### src/rtl/mem_access_unit.sv
// mem_access_unit: MEM-stage load/store engine. Non-memory ops pass straight
// through; aligned loads/stores run one bus transaction (IDLE->REQ->WAIT->DONE)
// while stalling the pipeline, with an 8-bit timeout that ends in a bus error.
module mem_access_unit (
  input  logic        clk,
  input  logic        rst_n,
  input  logic        in_valid,
  input  logic        in_reg_wen,
  input  logic [4:0]  in_reg_waddr,
  input  logic [63:0] in_alu_res,
  input  logic [63:0] in_store_data,
  input  logic        in_is_load,
  input  logic        in_is_store,
  input  logic [1:0]  in_size,
  input  logic        in_unsigned,
  output logic        stall_o,
  output logic        out_valid,
  output logic        out_reg_wen,
  output logic [4:0]  out_reg_waddr,
  output logic [63:0] out_wdata,
  output logic        misalign_o,
  output logic        bus_err_o,
  output logic        bus_req_valid,
  input  logic        bus_req_ready,
  output logic        bus_req_we,
  output logic [63:0] bus_req_addr,
  output logic [63:0] bus_req_wdata,
  output logic [7:0]  bus_req_wstrb,
  input  logic        bus_resp_valid,
  input  logic [63:0] bus_resp_rdata
);

  typedef enum logic [1:0] {S_IDLE, S_REQ, S_WAIT, S_DONE} state_e;

  state_e      state_q, state_d;
  logic [7:0]  cnt_q;
  logic [63:0] addr_q, wdata_q, rdata_q;
  logic [7:0]  wstrb_q;
  logic [1:0]  size_q;
  logic        uns_q, we_q, wen_q, err_q;
  logic [4:0]  waddr_q;

  logic        mem_op, misal, start, timeout;
  logic [7:0]  mask;
  logic [63:0] sh, ld_data;

  // Decode the incoming instruction: misalignment, lane mask, transaction start
  always_comb begin
    mem_op = in_is_load | in_is_store;
    case (in_size)
      2'b01:   misal = in_alu_res[0];
      2'b10:   misal = |in_alu_res[1:0];
      2'b11:   misal = |in_alu_res[2:0];
      default: misal = 1'b0;
    endcase
    case (in_size)
      2'b00:   mask = 8'h01;
      2'b01:   mask = 8'h03;
      2'b10:   mask = 8'h0F;
      default: mask = 8'hFF;
    endcase
    start   = (state_q == S_IDLE) && in_valid && mem_op && !misal;
    timeout = (cnt_q == 8'hFF);
  end

  // State register
  always_ff @(posedge clk or negedge rst_n) begin
    if (!rst_n) state_q <= S_IDLE;
    else        state_q <= state_d;
  end

  // Next state: a handshake in the timeout cycle wins over the timeout
  always_comb begin
    state_d = state_q;
    case (state_q)
      S_IDLE: if (start) state_d = S_REQ;
      S_REQ:  if (bus_req_ready) state_d = S_WAIT;
              else if (timeout) state_d = S_DONE;
      S_WAIT: if (bus_resp_valid || timeout) state_d = S_DONE;
      default: state_d = S_IDLE;
    endcase
  end

  // Transaction context, timeout counter, error flag and captured load data
  always_ff @(posedge clk or negedge rst_n) begin
    if (!rst_n) begin
      cnt_q   <= '0;
      addr_q  <= '0;
      wdata_q <= '0;
      wstrb_q <= '0;
      size_q  <= '0;
      uns_q   <= 1'b0;
      we_q    <= 1'b0;
      wen_q   <= 1'b0;
      waddr_q <= '0;
      err_q   <= 1'b0;
      rdata_q <= '0;
    end else if (start) begin
      cnt_q   <= '0;
      addr_q  <= in_alu_res;
      wdata_q <= in_is_store ? (in_store_data << {in_alu_res[2:0], 3'b000}) : '0;
      wstrb_q <= in_is_store ? (mask << in_alu_res[2:0]) : '0;
      size_q  <= in_size;
      uns_q   <= in_unsigned;
      we_q    <= in_is_store;
      wen_q   <= in_reg_wen;
      waddr_q <= in_reg_waddr;
      err_q   <= 1'b0;
    end else if (state_q == S_REQ || state_q == S_WAIT) begin
      cnt_q <= cnt_q + 8'd1;
      if (timeout && !((state_q == S_REQ) ? bus_req_ready : bus_resp_valid))
        err_q <= 1'b1;
      if (state_q == S_WAIT && bus_resp_valid)
        rdata_q <= bus_resp_rdata;
    end
  end

  // Pick the addressed lane out of the returned word and extend it
  always_comb begin
    sh = rdata_q >> {addr_q[2:0], 3'b000};
    case (size_q)
      2'b00:   ld_data = uns_q ? {56'b0, sh[7:0]}  : {{56{sh[7]}},  sh[7:0]};
      2'b01:   ld_data = uns_q ? {48'b0, sh[15:0]} : {{48{sh[15]}}, sh[15:0]};
      2'b10:   ld_data = uns_q ? {32'b0, sh[31:0]} : {{32{sh[31]}}, sh[31:0]};
      default: ld_data = sh;
    endcase
  end

  assign bus_req_we    = we_q;
  assign bus_req_addr  = {addr_q[63:3], 3'b000};
  assign bus_req_wdata = wdata_q;
  assign bus_req_wstrb = wstrb_q;

  // Outputs per state; DONE drives only latched values
  always_comb begin
    stall_o       = 1'b0;
    out_valid     = 1'b0;
    out_reg_wen   = 1'b0;
    out_reg_waddr = '0;
    out_wdata     = '0;
    misalign_o    = 1'b0;
    bus_err_o     = 1'b0;
    bus_req_valid = 1'b0;
    case (state_q)
      S_IDLE: if (in_valid) begin
        if (!mem_op) begin
          out_valid     = 1'b1;
          out_reg_wen   = in_reg_wen;
          out_reg_waddr = in_reg_waddr;
          out_wdata     = in_alu_res;
        end else if (misal) begin
          out_valid     = 1'b1;
          out_reg_waddr = in_reg_waddr;
          misalign_o    = 1'b1;
        end else begin
          stall_o = 1'b1;
        end
      end
      S_REQ: begin
        stall_o       = 1'b1;
        bus_req_valid = 1'b1;
      end
      S_WAIT: stall_o = 1'b1;
      default: begin
        out_valid     = 1'b1;
        out_reg_waddr = waddr_q;
        if (err_q) begin
          bus_err_o = 1'b1;
        end else if (!we_q) begin
          out_reg_wen = wen_q;
          out_wdata   = ld_data;
        end
      end
    endcase
  end

endmodule

### config.mk
export PLATFORM = sky130hd
export DESIGN_NAME = mem_access_unit
export DESIGN_NICKNAME = d
export VERILOG_FILES = /design/src/rtl/mem_access_unit.sv
export SDC_FILE = /design/constraint.sdc
export NUM_CORES = 1
export LEC_CHECK = 0
export BUFFER_PORTS_ARGS = -buffer_cell sky130_fd_sc_hd__buf_2
export CAP_MARGIN = 20
export CORE_MARGIN = 2
export CORE_UTILIZATION = 30
export CTS_BUF_LIST = sky130_fd_sc_hd__clkbuf_4 sky130_fd_sc_hd__clkbuf_8
export DETAILED_ROUTE_END_ITERATION = 10
export GPL_TIMING_DRIVEN = 0
export SYNTH_ARGS = -nofsm -noshare
export SYNTH_HDL_FRONTEND = slang
export SYNTH_SLANG_ARGS = --single-unit
### constraint.sdc
create_clock -name clk -period 3.1 [get_ports clk]
set_input_delay 0.62 -clock clk [delete_from_list [all_inputs] [get_ports clk]]
set_output_delay 0.62 -clock clk [all_outputs]
set_load 0.01 [all_outputs]
==> results.sh <==
export IMPL_synthCells=1404
export IMPL_ys_seq_area_frac=0.414
export IMPL_cp_required_ns=2.48
export IMPL_max_freq_ghz=0.281
export IMPL_holdWs_ns=0.0411
export IMPL_skew_ns=0.0189
export IMPL_final_nets=2104
export IMPL_wl_met2_um=27200
export IMPL_cts_made_buffers=42
export IMPL_io_buffers=413
export IMPL_worstPathArrival_ns=2.94
export IMPL_r2r_start="state_q[0]"
export IMPL_cts_sinks=221
export IMPL_top_layer_used="met4"
export IMPL_worst_slew_pin_slew_ns=0.940
export IMPL_grt_overflow_total=0
export IMPL_ys_types=55
export IMPL_viasPerCell=5.23
export IMPL_die_y_um=215
export IMPL_maxSlewHeadroom=0.373
export IMPL_num_fill_cells=4482
export IMPL_gp_congestion=0.946
export IMPL_antenna_found_initial=5
export IMPL_drtAntennaViolNets=0
export IMPL_clockBufferDepth=3
export IMPL_critPathLaunchType="flip-flop"
export IMPL_critical_path_startpoint="addr_q[2]"
export IMPL_wl_per_cell_um=23.4
export IMPL_tritoncts="built"
export IMPL_route_detailed_drc=0
export IMPL_setup_viol=62
export IMPL_violations="negative setup slack"
export IMPL_cap_violations=0
export IMPL_wirelength_um=58800
export IMPL_synth_seq_cells=221
export IMPL_clk_pin_slew_ns=0.06
export IMPL_most_common_layout_cells="buf_2 (425), nand2_1 (353), dfrtp_1 (220), buf_4 (88), mux2i_1 (88)"
export IMPL_drt_met1_wl_um=24500
export IMPL_grt_pass1_wl_um=86600
export IMPL_area_growth_pct=34.9
export IMPL_path_max_fanout=10
export IMPL_hold_class="input pin to asynchronous set/reset pin"
export IMPL_mostFrequentLayoutCell="buf_2"
export IMPL_yosysWarningCount=0
export IMPL_drv_slew=0
export IMPL_finalCriticalPeriod_ns=3.56
export IMPL_die_area_um2=46200
export IMPL_worstSkewPairLatency_ns=0.59
export IMPL_design_area_um2=18000
export IMPL_vias=13100
export IMPL_fin_crit_sh=1.15
export IMPL_finalHoldViolCount=0
export IMPL_start_util=0.303
export IMPL_vdd_drop_max_v=0.000508
export IMPL_rsz0062_at_grt="yes"
export IMPL_hpwl_um=46200
export IMPL_core_area_um2=44000
export IMPL_rrSetupSlack_ns=0.36
export IMPL_power_mw=18.7
export IMPL_async_reset_ff_frac=1.00
export IMPL_finalWorstSetupSlack_ns=-0.462
export IMPL_cp_end_kind="primary output"
export IMPL_layout_drive_gt1_share=0.423
export IMPL_p_leak_nw=8.90
export IMPL_powerDensity_nw_per_um2=1040
export IMPL_grt_max_degree=117
export IMPL_synth_area_leaders="dfrtp_1 (41%), nand2_1 (10%), mux2i_1 (7.9%), mux2_2 (6.2%), mux4_2 (4.9%)"
export IMPL_track_usage=0.249
export IMPL_worstSetupPathType="flip-flop to primary output"
export IMPL_synth_top_flop_cell="dfrtp_1"
export IMPL_cts_hold_buf=0
export IMPL_htree_levels=2
export IMPL_core_rowCount=77
export IMPL_cts_root_buf="clkbuf_8"
export IMPL_io_pins=420
export IMPL_synth_top_area_frac=0.414
export IMPL_synth_avg_cell_area_um2=9.50
export IMPL_synth_top_area_cell="dfrtp_1"
export IMPL_drtPass1Iterations=5
export IMPL_synth_edf_count=0
export IMPL_dr_wl_met3_um=4510
export IMPL_chipWidth_um=215
export IMPL_outcome="finished with violations"
export IMPL_placement_cell_area_um2=16200
export IMPL_grt_pass1_vias=13300
export IMPL_drt_initial_drc_count=1158
export IMPL_syn_area_um2=13300
## worst max-delay path, stage by stage, from the launching register on
cell and delay, ns:
dfrtp_1 0.43, buf_6 0.16, mux2i_2 0.15, mux4_2 0.53
nor4b_4 0.31, a2111oi_4 0.06, buf_6 0.16, buf_6 0.15
o31ai_2 0.22, buf_4 0.19
## Yosys cell counts, types with 7 or more instances
master and n:
nand2_1 359, dfrtp_1 221, mux2i_1 105, o21ai_0 94
mux2_2 73, buf_4 68, clkbuf_1 66, a22o_1 47
nor2_1 40, a21oi_1 34, mux4_2 29, a221o_1 23
buf_2 21, a31oi_1 20, o22ai_1 18, a211oi_1 17
nor2b_1 17, buf_1 15, o31ai_2 14, and2_1 12
inv_1 10, nand3_1 9, o211ai_1 8, a2bb2oi_1 7
## report_power, final
part	internal [mW]	total (mW)	switching [mW]
Combinational	4.71	10.2	5.50
Clock	1.69	3.00	1.31
Sequential	4.18	5.45	1.27
## repair_timing
action,in CTS,in global routing
setup endpoints to repair,71,66
setup buffers,22,2
gates resized for setup,174,33
gates cloned,4,0
pin swaps,16,6
endpoints found under the hold margin,0,0
## metal layers
metal	track usage	up-vias
met5	0	-
met4	0.113	0
met3	0.0507	126
met2	0.401	605
met1	0.322	6485
li1	-	5915
## layout make-up
| class | count | area, um2 | area share |
|---|---|---|---|
| Inverter | 12 | 47.5 | 0.00264 |
| Clock inverter | 6 | 62.6 | 0.00347 |
| Sequential cell | 221 | 5530 | 0.307 |
| Clock buffer | 63 | 786 | 0.0436 |
| Buffer | 173 | 1200 | 0.0666 |
| Timing Repair Buffer | 441 | 2410 | 0.134 |
| Multi-Input combinational cell | 999 | 7210 | 0.401 |
| Tap cell | 592 | 741 | 0.0411 |
| Antenna cell | 5 | 12.5 | 0.000695 |
## sequential cells by signal, indices dropped and copies added (netlist names)
register / count
addr_q: 64
bus_req_wdata: 64
bus_req_we: 1
bus_req_wstrb: 8
cnt_q: 8
err_q: 1
rdata_q: 64
size_q: 2
state_q: 2
uns_q: 1
waddr_q: 5
wen_q: 1
## per-stage QoR
stage / setup slack (ns) / cells / utilization / TNS [ns]
final: -0.462 / 2512 / 0.409 / -20.37
after global routing: -0.574 / 2511 / 0.409 / -26.76
after detailed placement: -1.24 / 2412 / 0.368 / -58.09
after CTS: -0.501 / 2506 / 0.406 / -24.25
after floorplan: 0.459 / 1406 / - / 0
after global placement: -2.60 / 2411 / 0.367 / -628.16
## cell families after synthesis
logic type      after synthesis  share of synthesized area
compound gates              310                      0.165
xor+xnor                      8                    0.00525
fa+ha+maj                     6                    0.00563
buf+inv                     186                     0.0752
flops                       221                      0.414
mux                         211                      0.193
other cells                   1                   0.000281
simple gates                461                      0.142
## worst paths after layout
kind,endpoint,cells after the start
worst max-delay path,out_wdata[57],9
worst min-delay path,addr_q[37],1
worst max register to register,rdata_q[49],7
worst min register to register,addr_q[46],2
max in group asynchronous,rdata_q[47],2
min in group clk,addr_q[22],3
Note: power is estimated with default switching activity, not from simulation.
